**config.mk**
```make
export PLATFORM = sky130hd
export DESIGN_NAME = memory_cell_ctrl_flat
export DESIGN_NICKNAME = d
export VERILOG_FILES = /design/src/rtl/memory_cell_ctrl_if.sv /design/src/rtl/memory_cell_ctrl.sv /design/src/flat_wrapper.sv
export SDC_FILE = /design/constraint.sdc
export NUM_CORES = 1
export LEC_CHECK = 0
export BUFFER_PORTS_ARGS = -buffer_cell sky130_fd_sc_hd__buf_2
export CAP_MARGIN = 20
export CORE_MARGIN = 2
export CORE_UTILIZATION = 45
export CTS_CLUSTER_SIZE = 12
export DETAILED_ROUTE_END_ITERATION = 8
export GPL_TIMING_DRIVEN = 0
export PLACE_DENSITY = 0.79
export RECOVER_POWER = 50
export SLEW_MARGIN = 10
export SYNTH_ARGS = -nofsm -noshare
export SYNTH_HDL_FRONTEND = slang
export SYNTH_SLANG_ARGS = --single-unit
```
**constraint.sdc**
```tcl
create_clock -name clk -period 4.2 [get_ports clk]
set_input_delay 0.21 -clock clk [delete_from_list [all_inputs] [get_ports clk]]
set_output_delay 0.21 -clock clk [all_outputs]
set_load 0.05 [all_outputs]
```
**src/rtl/memory_cell_ctrl_if.sv**
```systemverilog
// Handshake/bus bundle between memory_cell_ctrl, the activation stage and the memory array.
// slave = controller view, master = environment view.
interface memory_cell_ctrl_if #(
    parameter int ADDR  = 12,
    parameter int WIDTH = 32
);
    logic             start;
    logic             i_valid;
    logic [WIDTH-1:0] i_data;
    logic             i_ready;
    logic             done;
    logic [ADDR-1:0]  t_wr;
    logic             wr_a;
    logic [ADDR-1:0]  addr_a;
    logic [WIDTH-1:0] i_a;
    logic             rd_start;
    logic [ADDR-1:0]  rd_t;
    logic [ADDR-1:0]  addr_b;
    logic [WIDTH-1:0] o_b;
    logic             r_valid;
    logic [WIDTH-1:0] r_data;
    logic             r_last;
    logic             rd_busy;
    logic             err;

    modport slave (
        input  start, i_valid, i_data, rd_start, rd_t, o_b,
        output i_ready, done, t_wr, wr_a, addr_a, i_a, addr_b, r_valid, r_data, r_last, rd_busy, err
    );

    modport master (
        output start, i_valid, i_data, rd_start, rd_t, o_b,
        input  i_ready, done, t_wr, wr_a, addr_a, i_a, addr_b, r_valid, r_data, r_last, rd_busy, err
    );
endinterface

```
**src/rtl/memory_cell_ctrl.sv**
```systemverilog
// Port A timestep-vector writer and port B vector reader for the LSTM memory cell array.
// Optional MEMCTRL_HAZARD_CHECK_EN: reject and flag out-of-range or write-colliding reads.
module memory_cell_ctrl #(
    parameter int ADDR     = 12,
    parameter int WIDTH    = 32,
    parameter int NUM      = 53,
    parameter int TIMESTEP = 1
) (
    input  logic           clk,
    input  logic           rst,
    memory_cell_ctrl_if.slave bus
);
    localparam logic [ADDR-1:0] NUM_A    = ADDR'(NUM);
    localparam logic [ADDR-1:0] LAST_IDX = ADDR'(NUM - 1);
    localparam logic [ADDR-1:0] TS_A     = ADDR'(TIMESTEP);
    localparam logic [ADDR-1:0] TS_LAST  = ADDR'(TIMESTEP - 1);
    localparam logic [ADDR-1:0] ONE      = ADDR'(1);

    typedef enum logic [1:0] {W_IDLE, W_WR, W_DONE} wst_e;
    typedef enum logic       {R_IDLE, R_RD}         rdst_e;

    wst_e            wst_q, wst_d;
    logic [ADDR-1:0] idx_q, idx_d;
    logic [ADDR-1:0] t_wr_q, t_wr_d;
    logic [ADDR-1:0] wr_base_q, wr_base_d;
    logic            accept;

    rdst_e           rdst_q, rdst_d;
    logic [ADDR-1:0] rd_base_q, rd_base_d;
    logic [ADDR-1:0] ridx_q, ridx_d;
    logic            r_vld_q, r_last_q;
    logic            issue, issue_last;
    logic            rd_reject, rd_go;

    assign accept = (wst_q == W_WR) && bus.i_valid;

    always_ff @(posedge clk) begin
        if (!rst) begin
            wst_q     <= W_IDLE;
            idx_q     <= '0;
            t_wr_q    <= '0;
            wr_base_q <= '0;
        end else begin
            wst_q     <= wst_d;
            idx_q     <= idx_d;
            t_wr_q    <= t_wr_d;
            wr_base_q <= wr_base_d;
        end
    end

    always_comb begin
        wst_d     = wst_q;
        idx_d     = idx_q;
        t_wr_d    = t_wr_q;
        wr_base_d = wr_base_q;
        case (wst_q)
            W_IDLE: begin
                if (bus.start) begin
                    wst_d = W_WR;
                    idx_d = '0;
                end
            end
            W_WR: begin
                if (accept) begin
                    // idx returns to 0 on the last word so addr_a stays at a valid base afterwards
                    if (idx_q == LAST_IDX) begin
                        idx_d = '0;
                        wst_d = W_DONE;
                    end else begin
                        idx_d = idx_q + ONE;
                    end
                end
            end
            W_DONE: begin
                wst_d = W_IDLE;
                if (t_wr_q == TS_LAST) begin
                    t_wr_d    = '0;
                    wr_base_d = '0;
                end else begin
                    t_wr_d    = t_wr_q + ONE;
                    wr_base_d = wr_base_q + NUM_A;
                end
            end
            default: wst_d = W_IDLE;
        endcase
    end

    always_comb begin
        bus.i_ready = (wst_q == W_WR);
        bus.done    = (wst_q == W_DONE);
        bus.wr_a    = accept;
        bus.addr_a  = wr_base_q + idx_q;
        bus.i_a     = bus.i_data;
        bus.t_wr    = t_wr_q;
    end

`ifdef MEMCTRL_HAZARD_CHECK_EN
    logic err_q;
    assign rd_reject = (bus.rd_t >= TS_A) || ((bus.rd_t == t_wr_q) && (wst_q == W_WR));

    always_ff @(posedge clk) begin
        if (!rst) err_q <= 1'b0;
        else      err_q <= bus.rd_start && (rdst_q == R_IDLE) && rd_reject;
    end
`else
    assign rd_reject = (bus.rd_t >= TS_A);
`endif

    assign rd_go      = bus.rd_start && (rdst_q == R_IDLE) && !rd_reject;
    assign issue      = (rdst_q == R_RD);
    assign issue_last = issue && (ridx_q == LAST_IDX);

    always_ff @(posedge clk) begin
        if (!rst) begin
            rdst_q    <= R_IDLE;
            rd_base_q <= '0;
            ridx_q    <= '0;
            r_vld_q   <= 1'b0;
            r_last_q  <= 1'b0;
        end else begin
            rdst_q    <= rdst_d;
            rd_base_q <= rd_base_d;
            ridx_q    <= ridx_d;
            // memory read is registered, so flags trail the issued address by one cycle
            r_vld_q   <= issue;
            r_last_q  <= issue_last;
        end
    end

    always_comb begin
        rdst_d    = rdst_q;
        rd_base_d = rd_base_q;
        ridx_d    = ridx_q;
        case (rdst_q)
            R_IDLE: begin
                if (rd_go) begin
                    rdst_d    = R_RD;
                    rd_base_d = bus.rd_t * NUM_A;
                    ridx_d    = '0;
                end
            end
            R_RD: begin
                if (ridx_q == LAST_IDX) begin
                    ridx_d = '0;
                    rdst_d = R_IDLE;
                end else begin
                    ridx_d = ridx_q + ONE;
                end
            end
            default: rdst_d = R_IDLE;
        endcase
    end

    always_comb begin
        bus.addr_b  = rd_base_q + ridx_q;
        bus.r_valid = r_vld_q;
        bus.r_last  = r_last_q;
        bus.r_data  = bus.o_b;
        bus.rd_busy = issue || r_last_q;
`ifdef MEMCTRL_HAZARD_CHECK_EN
        bus.err     = err_q;
`else
        bus.err     = 1'b0;
`endif
    end
endmodule

```
**src/flat_wrapper.sv**
```systemverilog
// flat-port wrapper written by rule: the top's interface ports become plain ports
module memory_cell_ctrl_flat 
#(
    parameter int ADDR     = 12,
    parameter int WIDTH    = 32,
    parameter int NUM      = 53,
    parameter int TIMESTEP = 1
)
  (clk, rst, bus_start, bus_i_valid, bus_i_data, bus_rd_start, bus_rd_t, bus_o_b, bus_i_ready, bus_done, bus_t_wr, bus_wr_a, bus_addr_a, bus_i_a, bus_addr_b, bus_r_valid, bus_r_data, bus_r_last, bus_rd_busy, bus_err);
  memory_cell_ctrl_if #(.ADDR(ADDR), .WIDTH(WIDTH)) bus_i ();
  input  logic clk;
  input  logic rst;
  input wire logic [$bits(bus_i.start)-1:0] bus_start;
  input wire logic [$bits(bus_i.i_valid)-1:0] bus_i_valid;
  input wire logic [$bits(bus_i.i_data)-1:0] bus_i_data;
  input wire logic [$bits(bus_i.rd_start)-1:0] bus_rd_start;
  input wire logic [$bits(bus_i.rd_t)-1:0] bus_rd_t;
  input wire logic [$bits(bus_i.o_b)-1:0] bus_o_b;
  output wire logic [$bits(bus_i.i_ready)-1:0] bus_i_ready;
  output wire logic [$bits(bus_i.done)-1:0] bus_done;
  output wire logic [$bits(bus_i.t_wr)-1:0] bus_t_wr;
  output wire logic [$bits(bus_i.wr_a)-1:0] bus_wr_a;
  output wire logic [$bits(bus_i.addr_a)-1:0] bus_addr_a;
  output wire logic [$bits(bus_i.i_a)-1:0] bus_i_a;
  output wire logic [$bits(bus_i.addr_b)-1:0] bus_addr_b;
  output wire logic [$bits(bus_i.r_valid)-1:0] bus_r_valid;
  output wire logic [$bits(bus_i.r_data)-1:0] bus_r_data;
  output wire logic [$bits(bus_i.r_last)-1:0] bus_r_last;
  output wire logic [$bits(bus_i.rd_busy)-1:0] bus_rd_busy;
  output wire logic [$bits(bus_i.err)-1:0] bus_err;
  assign bus_i.start = bus_start;
  assign bus_i.i_valid = bus_i_valid;
  assign bus_i.i_data = bus_i_data;
  assign bus_i.rd_start = bus_rd_start;
  assign bus_i.rd_t = bus_rd_t;
  assign bus_i.o_b = bus_o_b;
  assign bus_i_ready = bus_i.i_ready;
  assign bus_done = bus_i.done;
  assign bus_t_wr = bus_i.t_wr;
  assign bus_wr_a = bus_i.wr_a;
  assign bus_addr_a = bus_i.addr_a;
  assign bus_i_a = bus_i.i_a;
  assign bus_addr_b = bus_i.addr_b;
  assign bus_r_valid = bus_i.r_valid;
  assign bus_r_data = bus_i.r_data;
  assign bus_r_last = bus_i.r_last;
  assign bus_rd_busy = bus_i.rd_busy;
  assign bus_err = bus_i.err;
  memory_cell_ctrl #(.ADDR(ADDR), .WIDTH(WIDTH), .NUM(NUM), .TIMESTEP(TIMESTEP)) u_core (.clk(clk), .rst(rst), .bus(bus_i));
endmodule
```
==> results of run 1 <==
==> registers in the layout, indices dropped and copies added, names as in the netlist <==
register / count
u_core.bus.t_wr: 12
u_core.idx_q: 12
u_core.rd_base_q: 12
u_core.ridx_q: 12
u_core.wr_base_q: 12
u_core.wst_q: 2
u_core.bus.r_last: 1
u_core.bus.r_valid: 1
u_core.issue: 1
==> metrics by stage <==
step,utilization,cells
global route,0.537,933
global placement,0.523,918
floorplan,-,650
detailed placement,0.523,918
CTS,0.547,933
finish,0.537,933
==> layer usage <==
metal | routed length (um) | GRT usage | up-vias
li1 | - | - | 2408
met4 | 113 | 0.0447 | 0
met3 | 428 | 0.0324 | 7
met1 | 5170 | 0.217 | 2055
met5 | 0 | 0 | -
met2 | 5240 | 0.284 | 108
==> layout make-up <==
cell class / count / area, um^2 / area share
clock buffers: 11 / 253 / 0.0397
multi-input cells: 452 / 3350 / 0.525
well taps: 147 / 184 / 0.0289
flip-flops and latches: 65 / 1300 / 0.204
repair buffers: 121 / 503 / 0.0789
inverters: 53 / 199 / 0.0312
clock inverters: 4 / 28.8 / 0.00452
plain buffers: 80 / 557 / 0.0874
==> final timing paths <==
| kind | slack, ns | to | cells past startpoint |
|---|---|---|---|
| worst min register to register | 0.47 | u_core.rd_base_q[10] | 2 |
| worst min-delay path | 0.20 | u_core.wst_q[0] | 3 |
| worst max-delay path | 0.96 | bus_addr_a[10] | 9 |
| worst max register to register | 1.89 | u_core.ridx_q[9] | 8 |
==> power groups by stage <==
stage	logic, mW	registers (mW)	clock network, mW
floorplan	0.429	0.635	0
global placement	0.522	0.635	0
detailed placement	0.527	0.636	0
CTS	0.528	0.622	0.703
global route	0.569	0.622	0.733
finish	0.514	0.622	0.690
==> synthesized netlist by cell type (11+ instances only) <==
| library cell | instances | area share |
|---|---|---|
| xnor2_1 | 30 | 0.049 |
| o21ai_0 | 25 | 0.023 |
| nand3_1 | 20 | 0.018 |
| ha_1 | 60 | 0.14 |
| nand2_1 | 48 | 0.033 |
| nor2b_1 | 21 | 0.024 |
| fa_1 | 14 | 0.052 |
| a21oi_1 | 24 | 0.022 |
| clkbuf_1 | 11 | 0.0076 |
| xor2_1 | 28 | 0.045 |
| and3_1 | 12 | 0.014 |
| nor2_1 | 57 | 0.040 |
| buf_4 | 66 | 0.092 |
| inv_1 | 53 | 0.037 |
| dfxtp_1 | 65 | 0.24 |
==> kinds of logic after synthesis <==
family          Yosys count  share of synthesized area
compound gates           95                      0.115
xor+xnor                 58                     0.0939
fa+ha+maj                74                      0.190
buf+inv                 133                      0.141
flops                    65                      0.240
mux                      10                     0.0185
other cells               1                   0.000693
simple gates            214                      0.200
==> worst min-delay path, cell delays in order <==
cell      delay [ns]
buf_2           0.11
nor2_1          0.09
nor4bb_1        0.06
==> run metrics, run 1 <==
htree depth 3; Worst-path clk slew roughly 0.05 ns; Initial DRC Count about 140; clk buf depth 2; Clock Skew between 0.008 and 0.009 ns; post-place setup slack approximately 0.8 ns; Fillers 1137; static leakage about 2.9 nW; Die H approximately 110 um; CTS root buffer clkbuf_16; slowest cell on the critical path dfxtp_1; YS warnings 0; Setup TNS 0 ns; die area roughly 13000 um^2; CTS tree done; Initial Util 0.456; wire per inst 11.7 um; Fmax 308 MHz; critical path fanouts, max 5; DRT Wirelength 11000 um; drt first pass iters 4; Core Rows 40; gate count of the mapped netlist 650; FF-to-FF Start u_core.issue; Worst setup SP type flip-flop; Post-CTS Setup Repair Bufs 0; fin crit period ~3.2 ns; via count 4578; Crit Path Class flip-flop to output pin; final hold vios 0; GPL Wtd Cong between 0.8 and 0.9; Crit path required time 3.99 ns; most frequent cells in the layout 94 x clkbuf_1, 66 x buf_4, 65 x dfxtp_1; Post-DRT Antenna Nets 0; Die W between 100 and 150 um; CTS Buf Count 9; core area 11900 um^2; sw power 0.583 mW; Antenna Cells 0; internal power 1.24 mW; Setup-failing EPs final 0; most common cell after layout, fill and taps aside clkbuf_1; Max-Cap Viols 0; RSZ-0062 raised after global routing false; Post-synth top flop dfxtp_1; status complete, no violations; Total Power approximately 1.8 mW; worst path arrival time between 3 and 4 ns; Slew @ Worst Pin ~0.81 ns; CTS hold repair buffers 0; Max Slew Vio Count 0; Logic pwr share 0.281; Yosys cell types between 50 and 60; pwr/cell area around 290 nW/um^2; layout cells sized above 1 0.160; Setup WS post-layout roughly 0.96 ns; Worst path max stage delay roughly 0.41 ns; CP bufs+invs 2; Flop pwr share 0.341; number of port buffers between 100 and 150; wire length of the first global-routing pass between 15000 and 20000 um; pin count of the biggest net entering global routing 12; hold slack ~0.2 ns; worst hold path class input pin to flip-flop; synthesized area 5410 um^2; clk sink count 65; worst vdd ir roughly 0.17 mV; switch share 0.319; headroom to the max-slew limit 0.455; worst skew pair latency roughly 0.32 ns; origin of the worst min-delay path bus_start; GRT Util Overall 0.167; CP Cell Sequence ha_1, inv_1, fa_1, nor2b_1, o21ai_0, a21boi_0, o221ai_1, o311ai_0, buf_2; Post-synth ARST share 0; Seq/Total Area, Yosys 0.240; layout overhead on the synthesized area 17.8%; Vias per Instance approximately 5; fin crit share 0.772; CTS resizes 0; DRC 0; top cell family by delay on the critical path compound AO/OA/AOI/OAI gates; initial antenna violation count 0; Mapped Nets 805; Area after DPL between 6000 and 7000 um^2; nets@finish roughly 940; Critical Path Start u_core.idx_q[0]; I/O pin count roughly 190; EDFF count, synth 0; vias in the first global route a little under 4000; design area roughly 6400 um^2; clock power share 0.378; Avg Inst Size Synth about 8.3 um^2; Yosys reg bits 65; GRT overflow 0; DP HPWL a little under 9000 um; CP Capture Type output pin
Note: power is estimated with default switching activity, not from simulation.
==> run 2, diff against run 1 <==
--- a/config.mk
+++ b/config.mk
@@ -5,6 +5,7 @@
 export SDC_FILE = /design/constraint.sdc
 export NUM_CORES = 1
 export LEC_CHECK = 0
+export ABC_AREA = 1
 export BUFFER_PORTS_ARGS = -buffer_cell sky130_fd_sc_hd__buf_2
 export CAP_MARGIN = 20
 export CORE_MARGIN = 2
==> constraint.sdc (replaced) <==
create_clock -name clk -period 3.3 [get_ports clk]
set_input_delay 0.165 -clock clk [delete_from_list [all_inputs] [get_ports clk]]
set_output_delay 0.165 -clock clk [all_outputs]
set_load 0.05 [all_outputs]
==> run 2 against run 1 <==
  * Area after synthesis rose by 3.8%
  * Sequential cell count did not move
  * Register-to-register slack got worse by 0.26 ns
  * Critical path depth rose by 3
  * Setup slack got worse by 0.26 ns
  * Total power rose by 33%
==> run metrics, run 2 <==
status complete, no violations; Seq/Total Area, Yosys 0.232; DRT Wirelength 12900 um; Worst-path clk slew about 0.050 ns; Die H 116 um; most frequent cells in the layout 131 x nand2_1, 105 x inv_1, 85 x clkbuf_1; GRT overflow 0; vias in the first global route between 4000 and 5000; Slew @ Worst Pin ~0.62 ns; worst vdd ir approximately 0.24 mV; CTS Buf Count 9; Max Slew Vio Count 0; Clock Skew roughly 0.0043 ns; clk buf depth 2; Post-synth top flop dfxtp_1; Crit Path Class input pin to flip-flop; CTS root buffer clkbuf_16; critical path fanouts, max 5; post-synth top area cell dfxtp_1; static leakage between 3 and 4 nW; pin count of the biggest net entering global routing 11; worst path arrival time ~2.8 ns; Setup-failing EPs final 0; headroom to the max-slew limit 0.589; pwr/cell area about 370 nW/um^2; Yosys cell types 36; DP HPWL 10300 um; wire length of the first global-routing pass around 21000 um; Vias per Instance between 4 and 5; Initial DRC Count between 200 and 250; Synth top cells by count 131 x nand2_1, 105 x inv_1, 82 x nor2_1, 66 x buf_4, 65 x dfxtp_1; Setup TNS 0 ns; CTS hold repair buffers 0; CTS tree done; CP Cell Sequence buf_2, ha_1, fa_1, inv_1, fa_1, inv_1, ha_1, a21oi_1, nand3_1, xor2_1, o21bai_1, inv_1; fin crit period between 2 and 3 ns; Max-Cap Viols 0; Post-DRT Antenna Nets 0; Die W between 100 and 150 um; FF-to-FF Start u_core.issue; Synth top area share 0.232; flop2flop setup slack 1.63 ns; gate count of the mapped netlist about 790; number of port buffers roughly 120; synthesized area between 5000 and 6000 um^2; Worst Hold Depth 3; CP Capture Type flip-flop; GRT Util Overall 0.194; count leader, synth nand2_1; main area contributors after synthesis dfxtp_1 23%, ha_1 13%, buf_4 8.8%; Fmax between 300 and 400 MHz; hold slack 0.138 ns; Antenna Cells 0; wire per inst between 10 and 15 um; Crit path required time ~3.5 ns; Critical Path Start bus_rd_t[3]; GPL Wtd Cong ~0.88; Core Rows 40; EDFF count, synth 0; Worst path max stage delay around 0.55 ns; die area ~13000 um^2; Worst R2R Path Depth 9; nets@finish between 1000 and 1500; final hold vios 0; worst skew pair latency about 0.33 ns; Mapped Nets approximately 950; htree depth 3; Avg Inst Size Synth 7.09 um^2; RSZ-0062 raised after global routing false; slowest cell on the critical path fa_1; Post-synth ARST share 0; via count about 5300; most common cell after layout, fill and taps aside nand2_1; worst hold path class input pin to flip-flop; I/O pin count roughly 190; YS warnings 0; layout cells sized above 1 0.153; clk sink count 65; Post-CTS Setup Repair Bufs 0; crit-path most repeated cell inv_1; layout overhead on the synthesized area 18.0%; fin crit share 0.789; Yosys reg bits 65; drt first pass iters 4; CTS resizes 0; core area 12100 um^2; Worst setup SP type input pin; worst r2r dst u_core.ridx_q[0]; Setup crit end u_core.rd_base_q[9]; DRC 0; initial antenna violation count 0; Initial Util 0.464
run 2: cell types whose count changed after synthesis, moves of 21 or more:
cell / delta
a21oi_1: +27
inv_1: +52
nand2_1: +83
nand3_1: +36
nor2_1: +25
nor2b_1: -21
run 2: worst max-delay path, delay by kind of cell:
kind            cells  cell delay [ns]
compound gates      2             0.36
fa+ha+maj           4             1.74
simple gates        1             0.12
xor+xnor            1             0.16
buf+inv             4             0.29
run 2: worst min-delay path by stage:
stage / from / end / slack, ns
6_report: bus_start / u_core.wst_q[0] / 0.14
4_1_cts: bus_start / u_core.wst_q[0] / 0.13
3_3_place_gp: bus_start / u_core.wst_q[0] / 0.49
2_1_floorplan: bus_rd_t[0] / u_core.rd_base_q[0] / 0.32
3_5_place_dp: bus_start / u_core.wst_q[0] / 0.48
5_1_grt: bus_start / u_core.wst_q[0] / 0.15
run 2: routing by layer:
layer / vias to the layer above / GRT usage / share of wire
met3: 12 / 0.0429 / 0.050
li1: 2767 / - / -
met4: 0 / 0.0595 / 0.013
met2: 141 / 0.328 / 0.48
met5: - / 0 / 0
met1: 2354 / 0.248 / 0.46
run 2: logic make-up after synthesis:
| kind of cell | after synthesis | synth area share |
|---|---|---|
| buf+inv | 189 | 0.173 |
| fa+ha+maj | 74 | 0.183 |
| other cells | 1 | 0.000667 |
| flops | 65 | 0.232 |
| xor+xnor | 39 | 0.0608 |
| compound gates | 106 | 0.103 |
| simple gates | 318 | 0.248 |
run 2: per-stage QoR:
stage / total power, mW / setup slack (ns) / cell area [um^2] / std cells / utilization
floorplan: 1.38 / 0.685 / 5620 / 792 / -
global placement: 1.51 / 0.374 / 6440 / 1082 / 0.532
detailed placement: 1.52 / 0.343 / 6440 / 1082 / 0.532
CTS: 2.46 / 0.690 / 6730 / 1098 / 0.556
global route: 2.56 / 0.515 / 6630 / 1098 / 0.548
finish: 2.43 / 0.697 / 6630 / 1098 / 0.548
run 2: final cells by class:
type / instances / area [um^2]
fill: 1265 / 5480
multi-input combinational: 538 / 3350
sequential: 65 / 1300
buffer: 75 / 542
timing repair buffer: 122 / 512
inverter: 114 / 428
clock buffer: 13 / 250
tap: 168 / 210
clock inverter: 3 / 40.0
run 2: report_power, final:
group	internal, mW	switching (mW)	total (mW)	leakage [nW]
clock network	0.603	0.341	0.945	0.144
registers	0.788	0.00405	0.792	0.524
logic	0.241	0.453	0.694	2.58
==> run 3, diff against run 2 <==
--- a/config.mk
+++ b/config.mk
@@ -5,7 +5,7 @@
 export SDC_FILE = /design/constraint.sdc
 export NUM_CORES = 1
 export LEC_CHECK = 0
-export ABC_AREA = 1
+export ABC_AREA = 0
 export BUFFER_PORTS_ARGS = -buffer_cell sky130_fd_sc_hd__buf_2
 export CAP_MARGIN = 20
 export CORE_MARGIN = 2
@@ -13,7 +13,7 @@
 export CTS_CLUSTER_SIZE = 12
 export DETAILED_ROUTE_END_ITERATION = 8
 export GPL_TIMING_DRIVEN = 0
-export PLACE_DENSITY = 0.79
+export PLACE_DENSITY = 0.82
 export RECOVER_POWER = 50
 export SLEW_MARGIN = 10
 export SYNTH_ARGS = -nofsm -noshare
==> constraint.sdc (replaced) <==
create_clock -name clk -period 2.3 [get_ports clk]
set_input_delay 0.115 -clock clk [delete_from_list [all_inputs] [get_ports clk]]
set_output_delay 0.115 -clock clk [all_outputs]
set_load 0.05 [all_outputs]
==> run 3 against run 2 <==
  * The run now ends with negative setup slack left
  * Non-clock buffer count rose by 24
  * Sequential power is 43% higher
  * Critical path depth unchanged
  * Cell area rose by 9.3%
  * Critical endpoint is now u_core.rd_base_q[11]
  * Largest power group unchanged
  * Highest routed layer unchanged
==> run metrics, run 3 (same netlist as run 1, synthesis figures left out) <==
status complete, but fails checks; violated checks negative setup slack; nets@finish 957; final hold vios 0; Setup WS post-layout -0.303 ns; Antenna Cells 0; worst r2r dst u_core.ridx_q[3]; Worst Hold Depth 3; CP Cell Sequence buf_12, ha_4, fa_1, inv_2, fa_1, inv_2, ha_4, nor2b_1, a311o_1, o31a_1, xnor2_2, a21oi_1; most common cell after layout, fill and taps aside clkbuf_1; Core Rows 40; CP Capture Type flip-flop; wire length of the first global-routing pass 21000 um; GRT Util Overall 0.198; Final Non-Filler Cells 954; CTS root buffer clkbuf_16; critical path fanouts, max 3; hold slack a little over 0.08 ns; Crit path required time ~2.5 ns; Die H between 100 and 150 um; Placed Instances around 920; layout overhead on the synthesized area 33.9%; clk buf depth 2; die area approximately 13000 um^2; number of port buffers about 120; worst skew pair latency roughly 0.33 ns; Worst setup SP type input pin; Crit Path Class input pin to flip-flop; slowest cell on the critical path fa_1; Clock Skew between 0.007 and 0.008 ns; DRC 0; flop2flop setup slack around 0.040 ns; fin crit share 1.13; post-place setup slack -0.835 ns; vias in the first global route ~4600; fin crit period about 2.6 ns; Worst path max stage delay about 0.56 ns; DRT Wirelength 13100 um; Initial DRC Count approximately 180; wire per inst ~14 um; Setup-failing EPs final 10; headroom to the max-slew limit 0.499; layout cells sized above 1 0.297; CTS hold repair buffers 0; RSZ-0062 raised after global routing true; fin util 0.611; CTS Buf Count 9; DP HPWL 9140 um; Area after DPL between 6000 and 7000 um^2; core area 11900 um^2; Critical Path Start bus_rd_t[4]; via count 4923; pwr/cell area around 550 nW/um^2; FF-to-FF Start u_core.issue; most frequent cells in the layout 89 x clkbuf_1, 88 x buf_4, 56 x nor2_1; pin count of the biggest net entering global routing 14; htree depth 3; hold endpoint u_core.wst_q[0]; worst path arrival time 2.81 ns; Worst-path clk slew roughly 0.06 ns; static leakage 3.16 nW; worst vdd ir between 0.3 and 0.4 mV; origin of the worst min-delay path bus_start; Post-DRT Antenna Nets 0; worst hold path class input pin to flip-flop; clk sink count 65; Fmax 384 MHz; initial antenna violation count 0; Die W 114 um; Worst R2R Path Depth 9; Max Slew Vio Count 0; CTS tree done; Max-Cap Viols 0; Vias per Instance between 5 and 6; drt first pass iters 5; GRT overflow 0; design area 7250 um^2; Slew @ Worst Pin roughly 0.74 ns; I/O pin count 188; Initial Util 0.456; GPL Wtd Cong roughly 0.85
[run 3: per-stage QoR]
step | total power [mW] | setup TNS [ns]
after floorplan | 2.04 | -1.21
after global routing | 4.15 | -3.08
after global placement | 2.22 | -3.64
after CTS | 3.97 | -1.07
final | 3.96 | -1.05
after detailed placement | 2.24 | -4.01
[run 3: worst max-delay path by stage]
stage	end	slack [ns]	cells after the start
after global placement	u_core.rd_base_q[11]	-0.77	14
after detailed placement	u_core.rd_base_q[11]	-0.83	12
after global routing	u_core.rd_base_q[11]	-0.40	12
final	u_core.rd_base_q[11]	-0.30	12
after CTS	u_core.rd_base_q[11]	-0.26	12
after floorplan	u_core.rd_base_q[11]	-0.41	11
[run 3: what timing repair did]
| action | CTS | global route |
|---|---|---|
| setup buffers | 16 | 4 |
| pin swaps | 26 | 12 |
| endpoints found under the setup margin | 16 | 17 |
| gates resized for setup | 104 | 25 |
[run 3: where the power goes]
| part | switching (mW) | internal, mW |
|---|---|---|
| logic | 0.689 | 0.553 |
| clock network | 0.526 | 1.07 |
| registers | 0.00576 | 1.12 |
| total | 1.22 | 2.74 |
[run 3: routing by layer]
layer,up-vias,GRT usage,part of all wire
li1,2447,-,-
met1,2317,0.241,0.43
met2,138,0.354,0.51
met3,21,0.0430,0.044
met4,0,0.0561,0.018
met5,-,0,0
[run 3: area by class of cell]
| cell class | instances | area (um^2) |
|---|---|---|
| inverters | 53 | 199 |
| repair buffers | 141 | 759 |
| flip-flops and latches | 65 | 1350 |
| plain buffers | 80 | 558 |
| multi-input cells | 452 | 3850 |
| clock buffers | 9 | 225 |
| well taps | 147 | 184 |
| fillers | 1020 | 4610 |
| clock inverters | 7 | 125 |
[run 3: critical path: cells and delay by family]
| family | cells | cell delay (ns) |
|---|---|---|
| XOR/XNOR | 1 | 0.16 |
| AND/OR/NAND/NOR | 1 | 0.12 |
| buffers and inverters | 3 | 0.21 |
| adder cells (fa/ha/maj) | 4 | 1.55 |
| AO/OA/AOI/OAI | 3 | 0.65 |
